**src/rtl/kernel_fdtd_2d_addr_gen_if.sv**
```systemverilog
// Address stream from the fdtd-2d address generator to the array-access stage.
interface kernel_fdtd_2d_addr_gen_if;
  logic        addr_valid;
  logic        addr_ready;
  logic [19:0] addr;
  logic        addr_last;

  modport master (output addr_valid, addr, addr_last, input addr_ready);
  modport slave  (input addr_valid, addr, addr_last, output addr_ready);
endinterface

```
**src/rtl/kernel_fdtd_2d_addr_gen.sv**
```systemverilog
// kernel_fdtd_2d_addr_gen: row-major i*NY+j address generator around an
// external MUL_LAT-stage multiplier. j rides a tag pipeline matched to the
// multiplier latency and is added to the returned product.
// Optional build macro FDTD_ADDR_HALO_EN: sweep interior points only
// (i from 1, j wrapping to 1).
module kernel_fdtd_2d_addr_gen #(
  parameter int NX      = 500,
  parameter int NY      = 1000,
  parameter int MUL_LAT = 3
) (
  input  logic        clk,
  input  logic        reset,
  input  logic        start,
  output logic        busy,
  output logic        done,
  output logic        mul_ce,
  output logic [9:0]  mul_din0,
  output logic [10:0] mul_din1,
  input  logic [19:0] mul_dout,
  kernel_fdtd_2d_addr_gen_if.master aout
);

  localparam logic [1:0] S_IDLE  = 2'd0;
  localparam logic [1:0] S_RUN   = 2'd1;
  localparam logic [1:0] S_DRAIN = 2'd2;

`ifdef FDTD_ADDR_HALO_EN
  localparam logic [9:0]  I_START = 10'd1;
  localparam logic [10:0] J_START = 11'd1;
`else
  localparam logic [9:0]  I_START = 10'd0;
  localparam logic [10:0] J_START = 11'd0;
`endif
  localparam logic [9:0]  I_LAST = 10'(NX - 1);
  localparam logic [10:0] J_LAST = 11'(NY - 1);

  logic [1:0]                state;
  logic [9:0]                i;
  logic [10:0]               j;
  logic [MUL_LAT-1:0]        vld_pipe;
  logic [MUL_LAT-1:0]        last_pipe;
  logic [MUL_LAT-1:0][10:0]  j_pipe;
  logic                      adv;
  logic                      issue;
  logic                      last_pair;

  // Everything downstream of the counters moves together; a held output beat
  // freezes the multiplier and tags so no result is lost or duplicated.
  assign adv       = !(aout.addr_valid && !aout.addr_ready);
  assign issue     = (state == S_RUN) && adv;
  assign last_pair = (i == I_LAST) && (j == J_LAST);

  assign mul_ce   = adv;
  assign mul_din0 = (state == S_RUN) ? i : 10'd0;
  assign mul_din1 = 11'(NY);
  assign busy     = (state != S_IDLE);
  // Sweep ends when the final beat leaves and nothing is still in flight.
  assign done     = (state == S_DRAIN) && !(|vld_pipe) &&
                    aout.addr_valid && aout.addr_last && aout.addr_ready;

  // Sweep FSM and (i, j) index counters.
  always_ff @(posedge clk) begin
    if (reset) begin
      state <= S_IDLE;
      i     <= I_START;
      j     <= J_START;
    end else begin
      case (state)
        S_IDLE: if (start) begin
          state <= S_RUN;
          i     <= I_START;
          j     <= J_START;
        end
        S_RUN: if (adv) begin
          if (j == J_LAST) begin
            j <= J_START;
            if (i == I_LAST) state <= S_DRAIN;
            else             i     <= i + 10'd1;
          end else begin
            j <= j + 11'd1;
          end
        end
        S_DRAIN: if (done) state <= S_IDLE;
        default: state <= S_IDLE;
      endcase
    end
  end

  // Tag pipeline aligned with the multiplier, then the output register.
  always_ff @(posedge clk) begin
    if (reset) begin
      vld_pipe        <= '0;
      last_pipe       <= '0;
      j_pipe          <= '0;
      aout.addr_valid <= 1'b0;
      aout.addr       <= 20'd0;
      aout.addr_last  <= 1'b0;
    end else if (adv) begin
      vld_pipe[0]  <= issue;
      last_pipe[0] <= issue && last_pair;
      j_pipe[0]    <= j;
      for (int k = 1; k < MUL_LAT; k++) begin
        vld_pipe[k]  <= vld_pipe[k-1];
        last_pipe[k] <= last_pipe[k-1];
        j_pipe[k]    <= j_pipe[k-1];
      end
      aout.addr_valid <= vld_pipe[MUL_LAT-1];
      aout.addr       <= mul_dout + {9'd0, j_pipe[MUL_LAT-1]};
      aout.addr_last  <= vld_pipe[MUL_LAT-1] && last_pipe[MUL_LAT-1];
    end
  end

endmodule

```
**src/flat_wrapper.sv**
```systemverilog
// flat-port wrapper written by rule: the top's interface ports become plain ports
module kernel_fdtd_2d_addr_gen_flat 
#(
  parameter int NX      = 500,
  parameter int NY      = 1000,
  parameter int MUL_LAT = 3
)
  (clk, reset, start, busy, done, mul_ce, mul_din0, mul_din1, mul_dout, aout_addr_valid, aout_addr, aout_addr_last, aout_addr_ready);
  kernel_fdtd_2d_addr_gen_if aout_i ();
  input  logic clk;
  input  logic reset;
  input  logic start;
  output logic busy;
  output logic done;
  output logic mul_ce;
  output logic [9:0] mul_din0;
  output logic [10:0] mul_din1;
  input  logic [19:0] mul_dout;
  output wire logic [$bits(aout_i.addr_valid)-1:0] aout_addr_valid;
  output wire logic [$bits(aout_i.addr)-1:0] aout_addr;
  output wire logic [$bits(aout_i.addr_last)-1:0] aout_addr_last;
  input wire logic [$bits(aout_i.addr_ready)-1:0] aout_addr_ready;
  assign aout_addr_valid = aout_i.addr_valid;
  assign aout_addr = aout_i.addr;
  assign aout_addr_last = aout_i.addr_last;
  assign aout_i.addr_ready = aout_addr_ready;
  kernel_fdtd_2d_addr_gen #(.NX(NX), .NY(NY), .MUL_LAT(MUL_LAT)) u_core (.clk(clk), .reset(reset), .start(start), .busy(busy), .done(done), .mul_ce(mul_ce), .mul_din0(mul_din0), .mul_din1(mul_din1), .mul_dout(mul_dout), .aout(aout_i));
endmodule
```
**config.mk**
```make
export PLATFORM = sky130hd
export DESIGN_NAME = kernel_fdtd_2d_addr_gen_flat
export DESIGN_NICKNAME = d
export VERILOG_FILES = /design/src/rtl/kernel_fdtd_2d_addr_gen_if.sv /design/src/rtl/kernel_fdtd_2d_addr_gen.sv /design/src/flat_wrapper.sv
export SDC_FILE = /design/constraint.sdc
export NUM_CORES = 1
export LEC_CHECK = 0
export BUFFER_PORTS_ARGS = -buffer_cell sky130_fd_sc_hd__buf_2
export CORE_ASPECT_RATIO = 2
export CORE_MARGIN = 4
export CORE_UTILIZATION = 55
export DETAILED_ROUTE_END_ITERATION = 7
export PLACE_DENSITY = 0.88
export REMOVE_ABC_BUFFERS = 1
export SLEW_MARGIN = 20
export SYNTH_ARGS = -nofsm -noshare
export SYNTH_HDL_FRONTEND = slang
export SYNTH_SLANG_ARGS = --single-unit
export TNS_END_PERCENT = 20
```
**constraint.sdc**
```tcl
create_clock -name clk -period 2.46 [get_ports clk]
set_input_delay 0.369 -clock clk [delete_from_list [all_inputs] [get_ports clk]]
set_output_delay 0.369 -clock clk [all_outputs]
set_load 0.02 [all_outputs]
```
# Word-level counts from Yosys, hierarchy flattened
# Index checks and enable logic that the tools add are counted.
dict set report totals {
  regBits 84
  input_bits 24
  out_inout_bits 46
  elab_cells 59
}
dict set report classes {
  n_addsub 3
  eq_ne 10
  mux 16
  reduce_logical 19
}
# op count
set op_table {}
lappend op_table {{10-bit two-way mux} 5}
lappend op_table {{11-bit two-way mux} 3}
lappend op_table {{11-bit case mux with 2 select lines} 1}
lappend op_table {{20-bit by 11-bit adder with 20-bit output} 1}
lappend op_table {{10-bit case mux with 2 select lines} 1}
lappend op_table {{2-bit != test (second input constant)} 6}
lappend op_table {{11-bit by 1-bit adder with 11-bit output (second input constant)} 1}
lappend op_table {{11-bit by 10-bit == test with 1-bit output (second input constant)} 1}
lappend op_table {{10-bit by 1-bit adder with 10-bit output (second input constant)} 1}
lappend op_table {{10-bit by 9-bit == test with 1-bit output (second input constant)} 1}
lappend op_table {{2-bit two-way mux} 5}
lappend op_table {{5-bit AND reduction} 2}
lappend op_table {{1-bit logical AND} 9}
lappend op_table {{2-bit case mux with 3 select lines} 1}
lappend op_table {{2-bit nonzero test} 2}
lappend op_table {{1-bit zero test} 3}
lappend op_table {{3-bit AND reduction} 1}
lappend op_table {{3-bit OR reduction} 1}
lappend op_table {{2-bit by 1-bit == test with 1-bit output (second input constant)} 1}
lappend op_table {{2-bit == test (second input constant)} 1}
lappend op_table {{2-bit zero test} 1}

# Logic depth before layout (Yosys ltp)
dict set report depth {
  depth_word 8
  ltp_mapped 9
}

# Worst setup path before layout
# No wires, ideal clock.
dict set report synth_timing {
  path_kind {in2reg}
  from {input mul_dout[7]}
  to {register u_core.aout.addr[12]}
  setup_time_ns 0.122
  arrival_ns 2.009
  path_slack_ns 0.329
  path_stages 8
  n_path_buf 1
  cell_sequence {ha_1 > a21oi_1 > o211ai_1 > a211oi_1 > nor2b_1 > clkbuf_1 > nor4bb_1 > a311o_1}
}
dict set report synth_via {
  elab_chain_len 1
}
# element line_no
set synth_rtl {}
lappend synth_rtl {{start, declared} flat_wrapper.sv:18} ;# input logic [19:0] mul_dout;
lappend synth_rtl {{20-bit by 11-bit adder with 20-bit output} kernel_fdtd_2d_addr_gen.sv:108} ;# aout.addr <= mul_dout + {9'd0, j_pipe[MUL_LAT-1]};
lappend synth_rtl {{end signal, assigned} kernel_fdtd_2d_addr_gen.sv:108}
lappend synth_rtl {{end, declared} kernel_fdtd_2d_addr_gen_if.sv:8} ;# modport master (output addr_valid, addr, addr_last, input addr_ready);
# Every way passes these cells.
# A chain may end at the register's enable or synchronous reset.

# Worst setup path in the final report
dict set report layout_timing {
  from {register u_core.j_pipe[29] (netlist bit)}
  to {register u_core.aout.addr[13]}
}
dict set report layout_via {
  elab_chain_len 1
}
# element line_no
set layout_rtl {}
lappend layout_rtl {{start, declared} kernel_fdtd_2d_addr_gen.sv:42} ;# logic [MUL_LAT-1:0][10:0] j_pipe;
lappend layout_rtl {{start signal, assigned by index} kernel_fdtd_2d_addr_gen.sv:105} ;# j_pipe[k] <= j_pipe[k-1];
lappend layout_rtl {{20-bit by 11-bit adder with 20-bit output} kernel_fdtd_2d_addr_gen.sv:108}
# Every way passes these cells.

==> results.json <==
{
  "status": "complete, no violations",
  "p_per_area_nw_per_um2": 654.9,
  "dr.pass1.iters": 5,
  "async_flop_share_pct": 0,
  "cts_hold_buf": 0,
  "timing.fmax_mhz": 442.6,
  "drcViolationCount": 0,
  "antenna_found_initial": 0,
  "grt_usage_pct": 22.52,
  "detail_route.wl_per_cell_um": 14.41,
  "gp_congestion": 0.8801,
  "worstHoldPathType": "input pin to flop",
  "ctsResizeCount": 0,
  "grt_pass1_vias": 3554,
  "synthCells": 504,
  "cp_max_fo": 6,
  "vias_per_cell": 5.681,
  "setup_viol": 0,
  "critPathLaunchType": "flop",
  "die_area_um2": 8871,
  "ys_seq_area_share_pct": 41.58,
  "htree_levels": 3,
  "cts_tree": "done",
  "ys_dominant_reg_cell": "dfxtp_1",
  "period_needed_ps": 2259,
  "post_cts_buffers": 0,
  "final.period_utilization_pct": 91.85,
  "fin_util_pct": 65.13,
  "syn_area_um2": 4044,
  "avgSynthCellArea_um2": 8.024,
  "cts_sinks": 84,
  "cap_violations": 0,
  "placed_cell_area_um2": 4379,
  "ant_nets": 0,
  "cts_max_path_buffers": 2,
  "vias": 3704,
  "mostFrequentLayoutCells": "103 x nand2_1, 84 x dfxtp_1, 62 x a21oi_1",
  "die_w_um": 68.63,
  "slew_violations": 0,
  "p_leak_nw": 1.878,
  "end_kind": "flop",
  "finClkSkew_ps": 6.968,
  "hold_violations": 0,
  "area_delta_synth_final_pct": 16.15,
  "coreArea_um2": 7212,
  "synth_edf_count": 0,
  "cp_data_required_time_ps": 2680,
  "synth-seq-cells": 84,
  "clkLatencyLatePin_ps": 330,
  "design_area_um2": 4697,
  "power.total_w": 0.003076,
  "drive_gt1_share_pct": 16.25,
  "layout.nets": 593,
  "ys_warn_count": 0,
  "clkTransAtPathRegs_ps": 60,
  "place_hpwl_mm": 6.755,
  "clockRootBuffer": "clkbuf_16",
  "critical_path_class": "flop to flop",
  "grt_max_degree": 52,
  "grt_pass1_wl_mm": 15.37,
  "die_height_um": 129.3,
  "io_pins": 70,
  "ir_drop_mv": 0.5421,
  "layout_commonest_cell": "nand2_1",
  "rsz0062_at_grt": "no",
  "totalWireLength_mm": 9.397,
  "dr.first_iter.drc_count": 215,
  "cts_buffers": 9,
  "yosysUniqueCellTypes": 56,
  "start_util_pct": 56.07,
  "antenna_cells": 0,
  "globalRouteOverflowTotal": 0,
  "port_buffers": 58,
  "crit_arrival_ps": 2480,
  "maxSlewHeadroom_pct": 50.07,
  "worstMarginPinSlew_ps": 746.2,
  "rows": 44
}
-- power by group --
part	internal (W)	switching (W)
Sequential	0.00139	0.0000195
Combinational	0.0000805	0.000157
Clock	0.000911	0.000519
Total	0.00238	0.000696
-- metal layers --
layer,routed length [µm],share of wire [%],GRT usage [%]
met1,3323,35,21.83
met2,5170,55,40.45
met3,497,5.3,5.377
met4,406,4.3,14.07
met5,0,0,0
-- Yosys cell counts (all sizes together), types with 2 or more instances --
library cell	number	area share, %
xor2	10	2.2
or4	5	0.93
a211oi	9	2.0
nor3b	3	0.56
nor2b	5	0.77
nor4bb	2	0.50
and4	3	0.65
o211ai	5	1.1
dfxtp	84	42
clkbuf	23	2.1
and2	10	1.5
conb	2	0.19
nand3	15	1.9
nand3b	4	0.74
nor4	2	0.31
nor3	9	1.1
and3	5	0.90
ha	13	4.0
nand4	8	1.6
or3	4	0.62
a31oi	3	0.46
a22o	2	0.43
inv	8	0.74
nor2	44	4.1
nor4b	2	0.43
xnor2	13	2.8
o21ai	9	1.1
nand4b	2	0.43
buf	13	2.3
nand2	103	9.6
o21bai	3	0.56
a21o	3	0.56
a21oi	62	7.7
-- worst paths after layout --
path                                     startpoint                   end  slack (ps)  cells after the start
worst max register to register    u_core.j_pipe[29]  u_core.aout.addr[13]         200                      7
worst min-delay path                          start       u_core.state[0]         320                      3
worst min register to register  u_core.aout.addr[1]   u_core.aout.addr[1]         440                      2
worst max-delay path              u_core.j_pipe[29]  u_core.aout.addr[13]         200                      7
-- cell type report --
type	count	area (µm²)
clock buffers	11	242.7
well taps	92	115.1
fillers	590	2515
multi-input cells	385	2195
flip-flops and latches	84	1682
clock inverters	5	75.07
inverters	8	30.03
repair buffers	67	357.8
-- metrics by stage --
step                setup slack (ps)  std cells  hold WS, ps  TNS [ps]
floorplan                      -1938        477        425.5   -118080
finish                         200.5        652        324.3         0
global route                   13.33        652        316.0         0
detailed placement             4.685        636        441.2         0
CTS                            195.1        652        310.0         0
global placement               105.1        636        433.9         0
-- critical path: stages (launching register included) --
cell and delay, ps:
dfxtp_1 330, ha_1 340, a21oi_1 280, o221ai_1 270, o21ba_2 290, o211ai_1 220
nor2_1 90, a2111oi_0 330
-- flip-flops by register name, summed over array words and instances (netlist names) --
register	count
u_core.aout.addr_last	1
u_core.j_pipe	33
u_core.aout.addr_valid	1
u_core.j	11
u_core.i	10
u_core.vld_pipe	3
u_core.aout.addr	20
u_core.state	2
u_core.last_pipe	3
-- cells by family (layout without fill, tap and decap cells) --
kind of cell	after synthesis	count (layout)	synth area share, %
simple gates	228	228	26.98
compound gates	108	108	16.34
flops	84	84	41.58
buf+inv	44	91	5.167
xor+xnor	23	23	4.981
fa+ha+maj	14	14	4.517
other cells	2	11	0.1857
mux	1	1	0.2475
Note: power is estimated with default switching activity, not from simulation.
